[src/rtl/queue_dispatcher_pkg.sv]
// Shared constants for the queue dispatcher and its arbiter: default queue geometry,
// skid-buffer depth and the credit check that bounds outstanding reads.
package queue_dispatcher_pkg;

  localparam int unsigned QD_QUEUE_QUANTITY = 4;
  localparam int unsigned QD_DATA_BITS      = 8;
  localparam int unsigned QD_SKID_DEPTH     = 2;
  localparam int unsigned QD_OCC_BITS       = $clog2(QD_SKID_DEPTH + 1);
  localparam int unsigned QD_CREDIT_BITS    = QD_OCC_BITS + 1;
  localparam int unsigned QD_COUNT_BITS     = 16;

  // A new pop is allowed only if buffered + in-flight words, minus the one leaving, fit the skid.
  function automatic logic credit_ok(input logic [QD_OCC_BITS-1:0] occ,
                                     input logic                   inflight,
                                     input logic                   xfer);
    return (QD_CREDIT_BITS'(occ) + QD_CREDIT_BITS'(inflight))
         < (QD_CREDIT_BITS'(QD_SKID_DEPTH) + QD_CREDIT_BITS'(xfer));
  endfunction

endpackage

[src/rtl/dispatch_skid.sv]
// Two-entry synchronous FIFO holding {queue, word} pairs between the queue read
// ports and the downstream handshake; the head register drives the outputs directly.
module dispatch_skid
  import queue_dispatcher_pkg::*;
#(
  parameter int unsigned WIDTH = 10
) (
  input  logic                   clk,
  input  logic                   rst,
  input  logic                   wr_en_i,
  input  logic [WIDTH-1:0]       wr_data_i,
  input  logic                   rd_en_i,
  output logic [WIDTH-1:0]       rd_data_o,
  output logic [QD_OCC_BITS-1:0] occ_o
);

  localparam logic [QD_OCC_BITS-1:0] OCC_EMPTY = '0;
  localparam logic [QD_OCC_BITS-1:0] OCC_ONE   = QD_OCC_BITS'(1);
  localparam logic [QD_OCC_BITS-1:0] OCC_FULL  = QD_OCC_BITS'(QD_SKID_DEPTH);

  logic [WIDTH-1:0]       head_q, head_d;
  logic [WIDTH-1:0]       tail_q, tail_d;
  logic [QD_OCC_BITS-1:0] occ_q, occ_d;
  logic                   rd_ok, wr_ok;

  // Head is always the oldest word; a read at full promotes the tail.
  always_comb begin
    head_d = head_q;
    tail_d = tail_q;
    occ_d  = occ_q;
    rd_ok  = rd_en_i && (occ_q != OCC_EMPTY);
    wr_ok  = wr_en_i && ((occ_q != OCC_FULL) || rd_ok);
    case (occ_q)
      OCC_EMPTY: begin
        if (wr_ok) begin
          head_d = wr_data_i;
          occ_d  = OCC_ONE;
        end
      end
      OCC_ONE: begin
        if (wr_ok && rd_ok) begin
          head_d = wr_data_i;
        end else if (wr_ok) begin
          tail_d = wr_data_i;
          occ_d  = OCC_FULL;
        end else if (rd_ok) begin
          occ_d = OCC_EMPTY;
        end
      end
      OCC_FULL: begin
        if (rd_ok) begin
          head_d = tail_q;
          if (wr_ok) begin
            tail_d = wr_data_i;
          end else begin
            occ_d = OCC_ONE;
          end
        end
      end
      default: occ_d = OCC_EMPTY;
    endcase
  end

  always_ff @(posedge clk) begin
    if (rst) begin
      head_q <= '0;
      tail_q <= '0;
      occ_q  <= OCC_EMPTY;
    end else begin
      head_q <= head_d;
      tail_q <= tail_d;
      occ_q  <= occ_d;
    end
  end

  assign rd_data_o = head_q;
  assign occ_o     = occ_q;

endmodule

[src/rtl/queue_dispatcher.sv]
// Pops the arbiter-selected queue under a credit limit, captures the word one cycle
// later into a two-entry skid, and presents it downstream with a valid/ready handshake.
module queue_dispatcher
  import queue_dispatcher_pkg::*;
#(
  parameter int unsigned QUEUE_QUANTITY = QD_QUEUE_QUANTITY,
  parameter int unsigned DATA_BITS      = QD_DATA_BITS
) (
  input  logic                                clk,
  input  logic                                rst,
  input  logic                                enb,
  input  logic [$clog2(QUEUE_QUANTITY)-1:0]   selector,
  input  logic                                selector_enb,
  input  logic [QUEUE_QUANTITY*DATA_BITS-1:0] fifo_data,
  output logic [QUEUE_QUANTITY-1:0]           pop,
  output logic                                rr_enb,
  output logic [DATA_BITS-1:0]                out_data,
  output logic [$clog2(QUEUE_QUANTITY)-1:0]   out_queue,
  output logic                                out_valid,
  input  logic                                out_ready,
  output logic [QD_COUNT_BITS-1:0]            dispatch_count
);

  localparam int unsigned SEL_BITS   = $clog2(QUEUE_QUANTITY);
  localparam int unsigned ENTRY_BITS = SEL_BITS + DATA_BITS;

  logic                     inflight_q, inflight_d;
  logic [SEL_BITS-1:0]      inflight_sel_q, inflight_sel_d;
  logic [QD_COUNT_BITS-1:0] count_q, count_d;
  logic [QD_OCC_BITS-1:0]   occ;
  logic [DATA_BITS-1:0]     sel_word;
  logic [ENTRY_BITS-1:0]    wr_entry;
  logic [ENTRY_BITS-1:0]    head_entry;
  logic                     xfer_c;
  logic                     credit_ok_c;

  assign xfer_c      = out_valid & out_ready;
  assign credit_ok_c = credit_ok(occ, inflight_q, xfer_c);

  // One-hot read strobe; reset overrides everything so no read escapes during reset.
  always_comb begin
    pop = '0;
    if (!rst && enb && selector_enb && credit_ok_c) begin
      pop[selector] = 1'b1;
    end
  end

  assign rr_enb = |pop;

  // Select the slice of the queue read last cycle.
  always_comb begin
    sel_word = '0;
    for (int unsigned i = 0; i < QUEUE_QUANTITY; i++) begin
      if (SEL_BITS'(i) == inflight_sel_q) begin
        sel_word = fifo_data[i*DATA_BITS +: DATA_BITS];
      end
    end
  end

  assign wr_entry = {inflight_sel_q, sel_word};

  always_comb begin
    inflight_d     = rr_enb;
    inflight_sel_d = selector;
    count_d        = count_q + QD_COUNT_BITS'(xfer_c);
  end

  always_ff @(posedge clk) begin
    if (rst) begin
      inflight_q     <= 1'b0;
      inflight_sel_q <= '0;
      count_q        <= '0;
    end else begin
      inflight_q     <= inflight_d;
      inflight_sel_q <= inflight_sel_d;
      count_q        <= count_d;
    end
  end

  dispatch_skid #(
    .WIDTH(ENTRY_BITS)
  ) u_skid (
    .clk       (clk),
    .rst       (rst),
    .wr_en_i   (inflight_q),
    .wr_data_i (wr_entry),
    .rd_en_i   (xfer_c),
    .rd_data_o (head_entry),
    .occ_o     (occ)
  );

  assign out_valid      = (occ != '0);
  assign out_data       = head_entry[DATA_BITS-1:0];
  assign out_queue      = head_entry[ENTRY_BITS-1 -: SEL_BITS];
  assign dispatch_count = count_q;

endmodule

[config.mk]
export PLATFORM = sky130hd
export DESIGN_NAME = queue_dispatcher
export DESIGN_NICKNAME = d
export VERILOG_FILES = /design/src/rtl/queue_dispatcher_pkg.sv /design/src/rtl/dispatch_skid.sv /design/src/rtl/queue_dispatcher.sv
export SDC_FILE = /design/constraint.sdc
export NUM_CORES = 1
export LEC_CHECK = 0
export BUFFER_PORTS_ARGS = -buffer_cell sky130_fd_sc_hd__buf_2
export CAP_MARGIN = 0
export CORE_MARGIN = 4
export CORE_UTILIZATION = 50
export DETAILED_ROUTE_END_ITERATION = 7
export GPL_ROUTABILITY_DRIVEN = 0
export PLACE_DENSITY = 0.78
export REMOVE_ABC_BUFFERS = 1
export SETUP_SLACK_MARGIN = 0.5
export SYNTH_ARGS = -nofsm -noshare
export SYNTH_HDL_FRONTEND = slang
export SYNTH_SLANG_ARGS = --single-unit
[constraint.sdc]
create_clock -name clk -period 2 [get_ports clk]
set_input_delay 0.3 -clock clk [delete_from_list [all_inputs] [get_ports clk]]
set_output_delay 0.3 -clock clk [all_outputs]
set_load 0.1 [all_outputs]
==> summary.md, run 1 <==
| Metric | Value |
|---|---|
| Vias per cell | `a little under 6` |
| DR iter-0 viols | `133` |
| Cell with the most instances after synthesis | `dfxtp_1` |
| TNS Setup | `-1530 ps` |
| Layout Nets | `between 300 and 400` |
| Static leakage | `approximately 1.3 nW` |
| Proportion of layout cells with a drive suffix above 1 | `between 50% and 60%` |
| Synth top area share | `~40%` |
| Wire per inst | `between 15 and 20 um` |
| WL final | `about 6900 um` |
| CP cell instances | `ha_4, ha_4, nor4bb_1, nand2_1, nor3b_2, buf_12` |
| Final hold vios | `0` |
| Req. time, crit path | `around 1700 ps` |
| Die width | `72.4 um` |
| Crit path time final | `approximately 2400 ps` |
| Core Rows | `23` |
| Power per standard cell area | `roughly 550 nW/um^2` |
| Slowest stage cell, crit path | `dfxtp_4` |
| Cells after Synth | `roughly 210` |
| Drt first pass iters | `6` |
| CTS tree | `yes` |
| Main area contributors after synthesis | `dfxtp_1, mux4_2, a311oi_2, nor2_1, mux2i_1` |
| Clock slew at reported path FFs | `about 80 ps` |
| IO Count | `71` |
| Max-cap violations | `0` |
| Post-synth EDFFs | `0` |
| Avg Cell Area, Syn | `9.79 sq um` |
| Cell variety after synth | `34` |
| Seq cells post-synth | `41` |
| Crit path top cell by count | `ha_4` |
| Outcome | `finished, violations left` |
| Failing checks | `negative setup slack` |
| Tcrit/Tclk final | `118%` |
| RSZ-0062 raised after global routing | `true` |
| Fmax | `about 430 MHz` |
| Antenna diode count | `0` |
| Die area | `between 5000 and 6000 sq um` |
| First-pass GRT wire length | `~8500 um` |
| Starting Density | `51.9%` |
| Number of global-route vias before repair | `between 1500 and 2000` |
| Mapped cell area | `around 2100 sq um` |
| Maximum fanout along the worst path | `5` |
| Global route overflow | `0` |
| Register area share after synthesis | `between 30% and 40%` |
| Synth top cells by count | `dfxtp_1, nor2_1, nand2_1` |
| # setup viols final | `5` |
| Slew HR | `roughly 65%` |
| Crit path kind | `flop to output pin` |
| Initial antenna violation count | `0` |
| Commonest register cell after synthesis | `dfxtp_1` |
| Total power | `0.00174 W` |
| CTS H-Tree Depth | `2` |
| Largest net degree at the start of global routing | `42` |
| Max-slew violations | `0` |
| Worst-skew pair later-pin latency | `300 ps` |
| Min-Delay Path Class | `input pin to flop` |
| Worst Setup End Kind | `output pin` |
| Antenna viol nets, final | `0` |
| Placed wire-length estimate | `3400 um` |
| CP peak stage delay | `about 360 ps` |
| GRT Total Usage | `~21%` |
| Final worst slack | `-353 ps` |
| Vias | `2079` |
| Synthesis-to-finish area growth | `52.7%` |
| Syn. warnings | `0` |
| Peak VDD IR | `about 0.46 mV` |
| Drc violations | `0` |
| Actual slew at the worst max-slew pin | `around 520 ps` |
| Clk_skew | `10.3 ps` |
| Die H | `about 72 um` |
| Cts bufs inserted | `5` |
| Clock Tree Root | `clkbuf_8` |
| Largest area contributor in the netlist | `dfxtp_1` |
| Startpoint types | `flop` |
| Clock tree sinks | `41` |
| Critical Path AT | `2050 ps` |
| IO buf count | `70` |
| Area of the core | `~4000 sq um` |
| CTS Buffer Depth | `2` |
| Ys async rst share | `0%` |
## worst paths after layout
path	startpoint	to	slack, ps	cells past startpoint
setup / recovery	u_skid.occ_o[0]	pop[2]	-350	6
hold / removal	selector[0]	inflight_sel_q[0]	300	2
setup reg to reg	u_skid.occ_o[0]	u_skid.rd_data_o[7]	280	7
hold reg to reg	u_skid.tail_q[0]	u_skid.tail_q[0]	500	2
## logic make-up (layout without fill, tap and decap cells)
| kind of cell | Yosys count | after routing | synth area share (%) |
|---|---|---|---|
| AO/OA/AOI/OAI | 24 | 26 | 10.9 |
| buffers and inverters | 17 | 110 | 3.86 |
| multiplexers | 19 | 19 | 14.1 |
| XOR/XNOR | 10 | 10 | 4.22 |
| AND/OR/NAND/NOR | 97 | 97 | 25.0 |
| adder cells (fa/ha/maj) | 4 | 4 | 2.41 |
| flip-flops | 41 | 41 | 39.6 |
## sequential cells by signal, summed over array words and instances (netlist names)
signal	count
dispatch_count	16
u_skid.tail_q	10
inflight_sel_q	2
u_skid.occ_o	2
inflight_q	1
u_skid.rd_data_o	10
## timing repair
action | CTS | global route
pin swaps | 18 | 20
hold buffers | 0 | 0
cloned | 1 | 2
setup endpoints to repair | 33 | 38
hold endpoints to repair | 0 | 0
resized for setup | 47 | 41
setup buffers | 7 | 10
## routing by layer
layer	vias up	part of all wire (%)	track usage, %
met3	21	5.7	4.16
li1	943	-	-
met4	0	2.6	6.56
met1	1021	38	27.5
met2	94	53	34.0
met5	-	0	0
## area by class of cell
| type | count | area, sq um |
|---|---|---|
| Inverter | 6 | 22.5 |
| Sequential cell | 41 | 831 |
| Multi-Input combinational cell | 156 | 1470 |
| Timing Repair Buffer | 96 | 703 |
| Clock buffer | 8 | 80.1 |
| Fill cell | 233 | 832 |
| Tap cell | 50 | 62.6 |
## critical path, delay by kind of cell (launching register included)
kind | cells | cell delay, ps
and+or+nand+nor | 3 | 870
DFF | 1 | 360
adders and majority gates | 2 | 310
buffers and inverters | 1 | 220
## through the flow
| stage | setup WS, ps | area [sq um] | utilization (%) | std cells | hold WS, ps |
|---|---|---|---|---|---|
| detailed placement | -9.12 | 2560 | 64.1 | 329 | 483 |
| finish | -353 | 3170 | 79.2 | 357 | 295 |
| global placement | 40.4 | 2560 | 64.1 | 329 | 472 |
| global route | -431 | 3170 | 79.2 | 357 | 311 |
| floorplan | -1620 | 2020 | - | 201 | 368 |
| CTS | -213 | 2910 | 72.8 | 345 | 295 |
## report_power, final
group | internal [W] | switching, W
registers | 0.000832 | 0.0000148
clock network | 0.000249 | 0.000287
logic | 0.000131 | 0.000231
total | 0.00121 | 0.000533
## layout by cell type, fill, tap and decap left out, drive strengths merged, types with 4 or more instances in the layout
cell,n
dfxtp,41
nand2b,4
a21oi,6
nand3,5
nor2b,6
mux2i,10
mux4,8
inv,6
nor2,36
buf,94
nand2,26
nor3,5
clkbuf,10
ha,4
a311oi,10
o21ai,6
xnor2,8
Note: power is estimated with default switching activity, not from simulation.
==> run 2, diff against run 1 <==
- ABC_AREA: unset -> 1
- CORE_UTILIZATION: 50 -> 45
- PLACE_DENSITY: 0.78 -> 0.7
- SETUP_SLACK_MARGIN: 0.5 -> 0.05
==> summary.md, run 2 <==
| Metric | Value |
|---|---|
| Outcome | `finished clean` |
| Crit path top cell by count | `ha_4` |
| CTS H-Tree Depth | `2 (unchanged)` |
| Worst-skew pair later-pin latency | `290 ps (about the same)` |
| CP cell instances | `ha_4, ha_4, nor2_2, nand3_1, inv_2, nand3_2, nor2_4, buf_12` |
| Antenna diode count | `0 (unchanged)` |
| Cells after Synth | `344 (+62%)` |
| Die area | `6250 sq um (+19%)` |
| Avg Cell Area, Syn | `6.61 sq um (-32%)` |
| Clock tree sinks | `41 (unchanged)` |
| R2R depth | `14 (+7)` |
| Worst Setup End Kind | `output pin` |
| Peak VDD IR | `0.448 mV (-2.8%)` |
| Die H | `79.1 um (+9.2%)` |
| Proportion of layout cells with a drive suffix above 1 | `32.5% (-23 points)` |
| Tcrit/Tclk final | `98.9% (-19 points)` |
| Commonest register cell after synthesis | `dfxtp_1` |
| Number of global-route vias before repair | `2153 (+26%)` |
| Register area share after synthesis | `36.1% (-3.4 points)` |
| IO Count | `71 (unchanged)` |
| Post-synth EDFFs | `0 (unchanged)` |
| Main area contributors after synthesis | `dfxtp_1, nand3_1, nand2_1, nor2_1, inv_1` |
| CTS tree | `yes` |
| CP peak stage delay | `370 ps (about the same)` |
| Power per standard cell area | `724 nW/um^2 (+32%)` |
| Vias per cell | `4.78 (-18%)` |
| First-pass GRT wire length | `9320 um (+10%)` |
| Antenna viol nets, final | `0 (unchanged)` |
| Flip-flop and latch area | `826 sq um (-0.60%)` |
| Cts bufs inserted | `5 (unchanged)` |
| Max-cap violations | `0 (unchanged)` |
| Actual slew at the worst max-slew pin | `492 ps (-28.4 ps)` |
| Most common cell after layout, fill and taps aside | `buf_2` |
| Dpl cells | `477 (+45%)` |
| Layout Nets | `463 (+33%)` |
| Placed wire-length estimate | `3960 um (+16%)` |
| Number of flip-flops under the largest register name | `16 (unchanged)` |
| RSZ-0062 raised after global routing | `true` |
| Slew HR | `67.4% (+2.1 points)` |
| WL final | `5460 um (-21%)` |
| Core Rows | `25 (+8.7%)` |
| Max-slew violations | `0 (unchanged)` |
| Largest area contributor in the netlist | `dfxtp_1` |
| Maximum fanout along the worst path | `4 (-1)` |
| Ys async rst share | `0% (unchanged)` |
| Final hold vios | `0 (unchanged)` |
| DR iter-0 viols | `126 (-5.3%)` |
| Synth top area share | `36.1% (-3.4 points)` |
| Startpoint types | `flop` |
| GRT Total Usage | `18.3% (-2.4 points)` |
| Fmax | `505 MHz (+19%)` |
| Clock Tree Root | `clkbuf_8` |
| Clk_skew | `5.56 ps (-4.76 ps)` |
| Crit path kind | `flop to output pin` |
| Hold path cells | `3 (+1)` |
| Static leakage | `1.34 nW (about the same)` |
| Crit path time final | `1980 ps (-374 ps)` |
| # setup viols final | `0 (-5)` |
| Min-Delay Path Class | `input pin to flop` |
| Layout Cells excl Fill | `488 (+37%)` |
| Synth top cells by count | `nand2_1, nand3_1, nor2_1` |
| Mapped cell area | `2270 sq um (+9.5%)` |
| Largest net degree at the start of global routing | `33 (-21%)` |
| Fillers | `447 (+92%)` |
| Drc violations | `0 (unchanged)` |
| Cell with the most instances after synthesis | `nand2_1` |
| Drt first pass iters | `4 (-2)` |
| Initial antenna violation count | `0 (unchanged)` |
| Global route overflow | `0 (unchanged)` |
| Req. time, crit path | `1700 ps (about the same)` |
| Critical Path AT | `1680 ps (-370 ps)` |
| IO buf count | `70 (unchanged)` |
| Die width | `79.1 um (+9.2%)` |
| Total power | `0.00221 W (+27%)` |
| Syn. warnings | `0 (unchanged)` |
| Footprint of the multi-input gates | `1320 sq um (-10%)` |
| CTS Buffer Depth | `2 (unchanged)` |
| Clock slew at reported path FFs | `80 ps (about the same)` |
| Wire per inst | `11.2 um (-42%)` |
| Cell variety after synth | `29 (-15%)` |
| Vias | `2334 (+12%)` |
| Starting Density | `47.2% (-4.7 points)` |
| Slowest stage cell, crit path | `dfxtp_4` |
| Area of the core | `4820 sq um (+20%)` |
| Synthesis-to-finish area growth | `34.1%` |
| Most frequent cells in the layout | `buf_2, nand2_1, nand3_1` |
| Seq cells post-synth | `41 (unchanged)` |
[run 2: changes by cell type after synthesis, moves of 9 or more]
cell      before  now
nor2_1        36   50
inv_1          6   49
o21ai_0        6   15
a311oi_2      10    0
nand2_1       26   61
nand3_1        4   52
a21oi_1        6   21
mux2i_1       10    0
[run 2: cell type report]
cell class / count / share of cell area [%]
multi-input combinational: 241 / 43.2
sequential: 41 / 27.1
timing repair buffer: 79 / 16.2
inverter: 52 / 6.41
tap: 67 / 2.75
clock buffer: 5 / 2.26
clock inverter: 3 / 2.14
[run 2: critical path, delay by kind of cell, from the launching register on]
family | cells | cell delay (ps)
and+or+nand+nor | 4 | 440
DFF | 1 | 370
adders and majority gates | 2 | 310
buffers and inverters | 2 | 270
[run 2: metal layers]
metal | vias to the layer above | part of all wire [%] | track usage, %
met2 | 69 | 43 | 30.1
li1 | 1253 | - | -
met3 | 7 | 8.2 | 5.67
met5 | - | 0 | 0
met1 | 1005 | 47 | 23.0
met4 | 0 | 1.2 | 5.15
[run 2: what timing repair did]
item	in CTS	in global routing
setup endpoints to repair	5	13
hold buffers	0	0
gates resized for setup	19	14
pin swaps	6	4
setup buffers	3	0
[run 2: path summary, 6_finish.rpt]
check	startpoint	end	slack [ps]
max	u_skid.occ_o[0]	pop[1]	20
min	selector[1]	inflight_sel_q[1]	340
max reg2reg	u_skid.occ_o[0]	dispatch_count[10]	230
min reg2reg	u_skid.tail_q[8]	u_skid.tail_q[8]	480
[run 2: through the flow]
stage          TNS [ps]  area (sq um)  utilization, %  hold slack (ps)  setup WS, ps
2_1_floorplan    -11370          2210               -              369         -1950
3_3_place_gp          0          2770            57.5              469           147
3_5_place_dp          0          2770            57.5              472           103
4_1_cts           -51.0          3000            62.3              310         -18.8
5_1_grt            -346          3050            63.2              389         -93.3
6_report              0          3050            63.2              338          21.4
[run 2: report_power, final]
part / total [W] / internal, W / switching, W
clock network: 0.000785 / 0.000496 / 0.000289
registers: 0.000872 / 0.000850 / 0.0000217
logic: 0.000549 / 0.000141 / 0.000407
[run 2: cells by family after synthesis]
logic type / after synthesis / share of synthesized area, %
adders and majority gates: 4 / 2.20
and+or+nand+nor: 184 / 36.7
xor gates and xnor gates: 1 / 0.386
buffers and inverters: 62 / 11.2
AOI/OAI and AO/OA: 52 / 13.4
DFF: 41 / 36.1
==> run 3, diff against run 2 <==
- PLACE_DENSITY: 0.7 -> 0.83
==> summary.md, run 3 (synthesis results as in run 2) <==
| Metric | Value |
|---|---|
| Most frequent cells in the layout | `buf_2, nand2_1, nand3_1` |
| Peak VDD IR | `0.562 mV (+25%)` |
| Max-slew violations | `0 (unchanged)` |
| Clock Tree Root | `clkbuf_8` |
| Slew HR | `67.1% (-0.38 points)` |
| Hold_buf cts | `0 (unchanged)` |
| RSZ-0062 raised after global routing | `true` |
| Startpoint types | `flop` |
| Wire per inst | `11.0 um (-1.8%)` |
| Fmax | `508 MHz (+0.56%)` |
| CTS H-Tree Depth | `2 (unchanged)` |
| DR iter-0 viols | `64 (-49%)` |
| Starting Density | `47.2% (unchanged)` |
| Area of the core | `4820 sq um (unchanged)` |
| Initial antenna violation count | `0 (unchanged)` |
| # setup viols final | `0 (unchanged)` |
| Synthesis-to-finish area growth | `31.7%` |
| Power per standard cell area | `656 nW/um^2 (-9.3%)` |
| Global route overflow | `0 (unchanged)` |
| IO buf count | `70 (unchanged)` |
| Cts bufs inserted | `5 (unchanged)` |
| GRT Total Usage | `17.9% (-0.34 points)` |
| TNS Setup | `0 ps (unchanged)` |
| IO Count | `71 (unchanged)` |
| Critical Path AT | `1670 ps (about the same)` |
| Vias | `2400 (+2.8%)` |
| Critical path buffers and inverters | `2 (unchanged)` |
| Worst Setup End Kind | `output pin` |
| Layout Nets | `460 (-0.65%)` |
| Outcome | `finished clean` |
| CP cell instances | `ha_4, ha_4, nor2_1, nand3_1, inv_2, nand2_4, nor3_4, buf_12` |
| Slowest stage cell, crit path | `dfxtp_4` |
| Crit path time final | `1970 ps (-11.0 ps)` |
| Placed wire-length estimate | `3950 um (-0.18%)` |
| WL final | `5320 um (-2.6%)` |
| Req. time, crit path | `1700 ps (about the same)` |
| Delay-heaviest family, CP | `simple AND/OR/NAND/NOR gates` |
| Worst-skew pair later-pin latency | `290 ps (about the same)` |
| Drc violations | `0 (unchanged)` |
| Proportion of layout cells with a drive suffix above 1 | `31.2% (-1.4 points)` |
| Largest net degree at the start of global routing | `33 (unchanged)` |
| Antenna viol nets, final | `0 (unchanged)` |
| Crit path kind | `flop to output pin` |
| Final Hold Slack | `370 ps (+31.6 ps)` |
| Fillers | `442 (-1.1%)` |
| Most common cell after layout, fill and taps aside | `buf_2` |
| Core Rows | `25 (unchanged)` |
| Actual slew at the worst max-slew pin | `497 ps (+5.67 ps)` |
| Final hold vios | `0 (unchanged)` |
| Clock slew at reported path FFs | `70 ps (about the same)` |
| Min-Delay Path Class | `input pin to flop` |
| Die area | `6250 sq um (unchanged)` |
| Number of flip-flops under the largest register name | `16 (unchanged)` |
| Crit path top cell by count | `ha_4` |
| CTS Buffer Depth | `2 (unchanged)` |
| CP peak stage delay | `360 ps (about the same)` |
| Dpl cells | `474 (-0.63%)` |
| Layout Cells excl Fill | `484 (-0.82%)` |
| CTS tree | `yes` |
| Die width | `79.1 um (unchanged)` |
| Number of global-route vias before repair | `2230 (+3.6%)` |
| Max-cap violations | `0 (unchanged)` |
| Tcrit/Tclk final | `98.4% (-0.55 points)` |
| Die H | `79.1 um (unchanged)` |
| Antenna diode count | `0 (unchanged)` |
| Clk_skew | `8.03 ps (+2.47 ps)` |
| Clock tree sinks | `41 (unchanged)` |
| Maximum fanout along the worst path | `4 (unchanged)` |
| Drt first pass iters | `4 (unchanged)` |
| Static leakage | `1.31 nW (-2.0%)` |
| Vias per cell | `4.96 (+3.7%)` |
| First-pass GRT wire length | `9150 um (-1.8%)` |
| Final Core Density | `62.1% (-1.1 points)` |
==> run 3: path summary, 6_finish.rpt <==
check	from	endpoint	slack (ps)	cells after the start
max reg2reg	u_skid.occ_o[1]	dispatch_count[15]	210	12
max	inflight_q	pop[3]	30	8
min	selector[1]	inflight_sel_q[1]	370	3
min reg2reg	u_skid.tail_q[1]	u_skid.tail_q[1]	490	2
==> run 3: routing by layer <==
metal  GRT usage [%]  part of all wire (%)  vias to the layer above
li1                -                     -                     1242
met1            20.3                    43                     1067
met2            32.2                    48                       84
met3            5.22                   7.8                        7
met4            5.67                   1.4                        0
met5               0                     0                        -
==> run 3: power by group <==
| part | internal (W) | switching, W | total [W] |
|---|---|---|---|
| clock | 0.000273 | 0.000274 | 0.000546 |
| combinational | 0.000137 | 0.000405 | 0.000542 |
| sequential | 0.000850 | 0.0000254 | 0.000875 |
==> run 3: worst min-delay path, stage by stage <==
cell	delay [ps]
buf_2	70
inv_1	130
nor2_1	120
==> run 3: timing repair <==
action	CTS	global route
gates resized for setup	17	17
gates cloned	0	0
endpoints found under the setup margin	5	14
pin swaps	6	11
buffers inserted	3	0
==> run 3: layout make-up <==
type | instances | area, sq um | area share (%)
flip-flops and latches | 41 | 828 | 27.7
clock inverters | 1 | 7.51 | 0.251
multi-input cells | 241 | 1320 | 44.0
clock buffers | 6 | 82.6 | 2.76
well taps | 67 | 83.8 | 2.80
inverters | 52 | 198 | 6.61
repair buffers | 76 | 474 | 15.9
==> run 3: metrics by stage <==
stage	worst slack (ps)	instance area (sq um)	total power, W
floorplan	-1950	2210	0.00128
global placement	137	2750	0.00140
detailed placement	92.4	2750	0.00141
CTS	-7.27	2930	0.00197
global route	-69.0	2990	0.00207
finish	32.4	2990	0.00196
